## config.mk

```make
export PLATFORM = sky130hd
export DESIGN_NAME = hazard_stall_unit
export DESIGN_NICKNAME = d
export VERILOG_FILES = /design/src/rtl/hazard_stall_unit.sv
export SDC_FILE = /design/constraint.sdc
export NUM_CORES = 1
export LEC_CHECK = 0
export ABC_AREA = 1
export BUFFER_PORTS_ARGS = -buffer_cell sky130_fd_sc_hd__buf_2
export CAP_MARGIN = 20
export CORE_MARGIN = 2
export CORE_UTILIZATION = 49
export CTS_CLUSTER_DIAMETER = 150
export CTS_CLUSTER_SIZE = 40
export DETAILED_ROUTE_END_ITERATION = 12
export PLACE_DENSITY = 0.84
export RECOVER_POWER = 25
export SLEW_MARGIN = 30
export SYNTH_ARGS = -nofsm -noshare
export SYNTH_HDL_FRONTEND = slang
export SYNTH_SLANG_ARGS = --single-unit
export TNS_END_PERCENT = 10
```

## constraint.sdc

```tcl
create_clock -name clk -period 1.6 [get_ports clk]
set_clock_uncertainty 0.1 [all_clocks]
set_input_delay 0.32 -clock clk [delete_from_list [all_inputs] [get_ports clk]]
set_output_delay 0.32 -clock clk [all_outputs]
set_load 0.005 [all_outputs]
```

## src/rtl/hazard_stall_unit.sv

```systemverilog
// hazard_stall_unit
// Pipeline hazard control for the cases operand bypassing cannot cover:
// load-use RAW against a load in EX, multi-cycle mul/div occupying EX, and
// taken-branch redirect. Produces PC / IF/ID / ID/EX enables and flushes plus
// an EX hold.
//
// Optional build macro: HAZARD_STATS_EN
//   When defined, adds saturating 16-bit event counters LoadUseCnt,
//   MulDivStallCnt and FlushCnt. When undefined those ports do not exist.

module hazard_stall_unit #(
    parameter int MULDIV_STALL = 3   // EX_Hold cycles per mul/div op, 1..255
) (
    input  logic       clk,
    input  logic       reset,
    input  logic [4:0] ID_Rs1,
    input  logic [4:0] ID_Rs2,
    input  logic       ID_UseRs1,
    input  logic       ID_UseRs2,
    input  logic       EX_MemRead,
    input  logic [4:0] EX_rdReg,
    input  logic       EX_MulDiv,
    input  logic       EX_BranchTaken,
    output logic       PCWrite,
    output logic       IF_ID_Write,
    output logic       IF_ID_Flush,
    output logic       ID_EX_Flush,
    output logic       EX_Hold
`ifdef HAZARD_STATS_EN
    ,
    output logic [15:0] LoadUseCnt,
    output logic [15:0] MulDivStallCnt,
    output logic [15:0] FlushCnt
`endif
);

    typedef enum logic [1:0] {
        RUN  = 2'd0,
        BUSY = 2'd1,
        DONE = 2'd2
    } state_t;

    // Reload value for rem when a multi-cycle op starts; the trigger cycle
    // itself is the first hold cycle, so BUSY covers the remaining ones.
    localparam logic [7:0] REM_START = 8'(MULDIV_STALL - 1);

    state_t     state;
    state_t     state_nxt;
    logic [7:0] rem;
    logic [7:0] rem_nxt;

    logic       md_trig;
    logic       hold;
    logic       rs1_hit;
    logic       rs2_hit;
    logic       load_use;
    logic       sel_hold;
    logic       sel_branch;
    logic       sel_load_use;

    // Hazard detection and priority selection (hold > branch > load-use)
    always_comb begin
        // DONE is the release cycle: the op is still flagged in EX but must
        // not start a second hold window.
        md_trig      = (state == RUN) && EX_MulDiv;
        hold         = md_trig || (state == BUSY);
        rs1_hit      = ID_UseRs1 && (ID_Rs1 == EX_rdReg);
        rs2_hit      = ID_UseRs2 && (ID_Rs2 == EX_rdReg);
        // x0 is never a real producer, so it can never create a dependency.
        load_use     = EX_MemRead && (EX_rdReg != 5'd0) && (rs1_hit || rs2_hit);
        sel_hold     = hold;
        sel_branch   = !hold && EX_BranchTaken;
        sel_load_use = !hold && !EX_BranchTaken && load_use;
    end

    // State register and hold counter
    always_ff @(posedge clk) begin
        if (reset) begin
            state <= RUN;
            rem   <= 8'd0;
        end else begin
            state <= state_nxt;
            rem   <= rem_nxt;
        end
    end

    // Next-state logic for the mul/div hold sequencer
    always_comb begin
        state_nxt = state;
        rem_nxt   = rem;
        unique case (state)
            RUN: begin
                if (EX_MulDiv) begin
                    if (MULDIV_STALL > 1) begin
                        rem_nxt   = REM_START;
                        state_nxt = BUSY;
                    end else begin
                        state_nxt = DONE;
                    end
                end
            end
            BUSY: begin
                if (rem == 8'd1) begin
                    state_nxt = DONE;
                end else begin
                    rem_nxt = rem - 8'd1;
                end
            end
            DONE: begin
                state_nxt = RUN;
            end
            default: begin
                state_nxt = RUN;
                rem_nxt   = 8'd0;
            end
        endcase
    end

    // Pipeline control outputs, forced to the safe flush pattern during reset
    always_comb begin
        PCWrite     = 1'b1;
        IF_ID_Write = 1'b1;
        IF_ID_Flush = 1'b0;
        ID_EX_Flush = 1'b0;
        EX_Hold     = 1'b0;
        if (reset) begin
            PCWrite     = 1'b0;
            IF_ID_Write = 1'b0;
            IF_ID_Flush = 1'b1;
            ID_EX_Flush = 1'b1;
        end else if (sel_hold) begin
            // EX holds a non-load, non-branch op, so the other hazards
            // cannot be live in EX at the same time.
            EX_Hold     = 1'b1;
            PCWrite     = 1'b0;
            IF_ID_Write = 1'b0;
        end else if (sel_branch) begin
            // ID holds a wrong-path instruction; squash it and redirect.
            IF_ID_Flush = 1'b1;
            ID_EX_Flush = 1'b1;
        end else if (sel_load_use) begin
            // One bubble: next cycle the load is in MEM and the bypass
            // network supplies the value.
            PCWrite     = 1'b0;
            IF_ID_Write = 1'b0;
            ID_EX_Flush = 1'b1;
        end
    end

`ifdef HAZARD_STATS_EN
    // Saturating event counters, one per active priority branch
    always_ff @(posedge clk) begin
        if (reset) begin
            LoadUseCnt     <= 16'd0;
            MulDivStallCnt <= 16'd0;
            FlushCnt       <= 16'd0;
        end else begin
            if (sel_load_use && (LoadUseCnt != 16'hFFFF)) begin
                LoadUseCnt <= LoadUseCnt + 16'd1;
            end
            if (sel_hold && (MulDivStallCnt != 16'hFFFF)) begin
                MulDivStallCnt <= MulDivStallCnt + 16'd1;
            end
            if (sel_branch && (FlushCnt != 16'hFFFF)) begin
                FlushCnt <= FlushCnt + 16'd1;
            end
        end
    end
`endif

endmodule

```

==> results.md <==
- Status: finished, violations left
- Failing checks: setup timing
- Port bufs: 26
- Yosys reg bits: 10
- Syn-to-layout area delta: 24.63%
- Storage cell area: 202.7 µm²
- Most numerous cell in the Yosys netlist: nand2_1
- Maximum vdd ir drop: 0.0004909 V
- Prevailing post-synth register cell: dfxtp_1
- DR WL/cell: 11.25 µm
- Synth Warn #: 0
- Die Ht: 45.73 µm
- H-tree levels: 1
- Commonest cells in the synthesized netlist: nand2_1, nor2_1, inv_1
- GPL Wtd Cong: 0.8882
- Avg Synthesized Cell Area: 5.805 µm²
- Cell Rows: 15
- Net count after synthesis: 171
- Post-synth EDFFs: 0
- Fin crit period: 1.727 ns
- Pwr Total: 0.7792 mW
- Post-Synthesis Cells: 147
- Synth top area share: 23.46%
- Ratio of final minimum period to clock period: 107.9%
- Final-stage net count: 206
- Synth area leader: dfxtp_1
- Ys async rst share: 0%
- Worst hold path class: in2reg
- CTS tree: yes
- Core Region: 1689 µm²
- Vias: 1,040
- Crit start category: flop
- Arr. time, crit path: 1.31 ns
- Total routed wirelength: 2217 µm
- Final Max Slew Viols: 0
- Top post-synthesis cells by area: dfxtp_1, nand2_1, nor2_1, inv_1, nand3_1
- Worst Max-Slew Pin Slew: 0.2912 ns
- Largest net degree at the start of global routing: 10
- Drt pass-1 iters: 4
- First-pass GRT wire length: 3712 µm
- Post-Syn Area: 853.3 µm²
- Synth unique cells: 25
- Ant diodes: 0
- Clock slew at reported path FFs: 0.06 ns
- Relative slew slack: 80.44%
- Starting Density: 50.52%
- Sequential share of the synthesized area: 23.46%
- Max-cap viol count: 0
- Final hold vios: 0
- Area of the multi-input gates: 540.5 µm²
- Worst setup EP type: output port
- Post-route DRC: 0
- Worst Slack Setup Final: -0.1266 ns
- Final setup viols: 3
- Final ANT Viol Nets: 0
- GRT Total Usage: 24.59%
- Crit Path Category: reg2out
- GRT overflow: 0
- Final HPWL DP: 1662 µm
- Clock Path Buffers: 2
- Clock sink count: 10
- RSZ-0062 raised after global routing: yes
- Vias in the first global route: 936
- Achievable Freq: 579.2 MHz
- Crit-path max FO: 2
- Via density: 5.279
- Initial detailed-routing violation count: 32
- Die width: 45.73 µm
- Leak: 0.5800 nW
- CTS root buffer: clkbuf_4
- CP required: 1.18 ns
- Die ar.: 2091 µm²
- TritonCTS buffer count: 3
- Fillers: 164
- Initial antenna violation count: 0
- PD cells: 732.7 nW/µm²
- IO Count: 27
- Clk Latency, worst-skew pair: 0.27 ns
- Layout cell share with drive strength beyond 1: 25.56%
- Hold Buf Count CTS: 0
- Final Util: 62.96%
- Final TNS setup: -0.3432 ns
==> critical path, cell delays in order, from the launching register on <==
cell      delay, ns
dfxtp_2        0.33
o21ai_2        0.13
nand3b_1       0.12
a31oi_2        0.20
nand2_1        0.08
nand3_1        0.07
buf_2          0.11
==> state kept, by name (all words and copies together) (netlist names) <==
name and flops:
state 2, rem 8
==> timing repair <==
item,in CTS,in global routing
buffers inserted,1,0
endpoints found under the hold margin,0,0
pin swaps,4,0
resized for setup,2,1
endpoints found under the setup margin,3,3
==> stage by stage <==
stage	cells	setup WS [ns]	hold WS [ns]	area (µm²)
2_1_floorplan	147	0.06902	0.3819	853.3
3_3_place_gp	193	0.05478	0.4052	1027
3_5_place_dp	193	0.01922	0.4107	1027
4_1_cts	197	-0.1151	0.2740	1060
5_1_grt	197	-0.1943	0.2801	1064
6_report	197	-0.1266	0.2742	1064
==> cells in the final DEF, fill, tap and decap left out, drive strengths merged <==
master	count
dfxtp	10
ha	2
a21boi	1
a21oi	8
buf	33
o21ai	5
a31oi	1
clkbuf	3
xor2	4
nand3	11
nand3b	1
nor3	4
nand4	3
nor2	34
inv	25
nand2	34
a311oi	1
==> path summary, 6_finish.rpt <==
check,from,depth (start not counted),slack [ns],end
worst max register to register,rem[0],9,0.07,rem[7]
worst max-delay path,state[0],6,-0.13,ID_EX_Flush
worst min register to register,rem[3],2,0.43,rem[3]
worst min-delay path,EX_MulDiv,3,0.27,state[0]
==> per-layer routing <==
metal	wire length [µm]	GRT usage [%]	vias to the layer above
li1	-	-	527
met1	870	28.67	438
met2	1112	40.56	63
met3	162	7.143	12
met4	71	12.57	0
met5	0	0	-
==> power by group <==
part / switching [mW] / total (mW) / internal [mW]
Clock: 0.0859 / 0.173 / 0.0870
Combinational: 0.183 / 0.314 / 0.131
Sequential: 0.0216 / 0.292 / 0.271
Total: 0.291 / 0.779 / 0.488
==> layout make-up <==
cell class	count	share of cell area [%]
tap	17	2.000
sequential	10	19.06
multi-input combinational	109	50.82
clock buffer	3	2.118
inverter	25	8.824
timing repair buffer	33	17.18
==> kinds of logic after synthesis <==
group	share of synthesized area, %
XOR/XNOR	4.105
AND/OR/NAND/NOR	45.16
AO/OA/AOI/OAI	10.71
adder cells (fa/ha/maj)	2.932
buffers and inverters	13.64
flip-flops	23.46
Note: power is estimated with default switching activity, not from simulation.
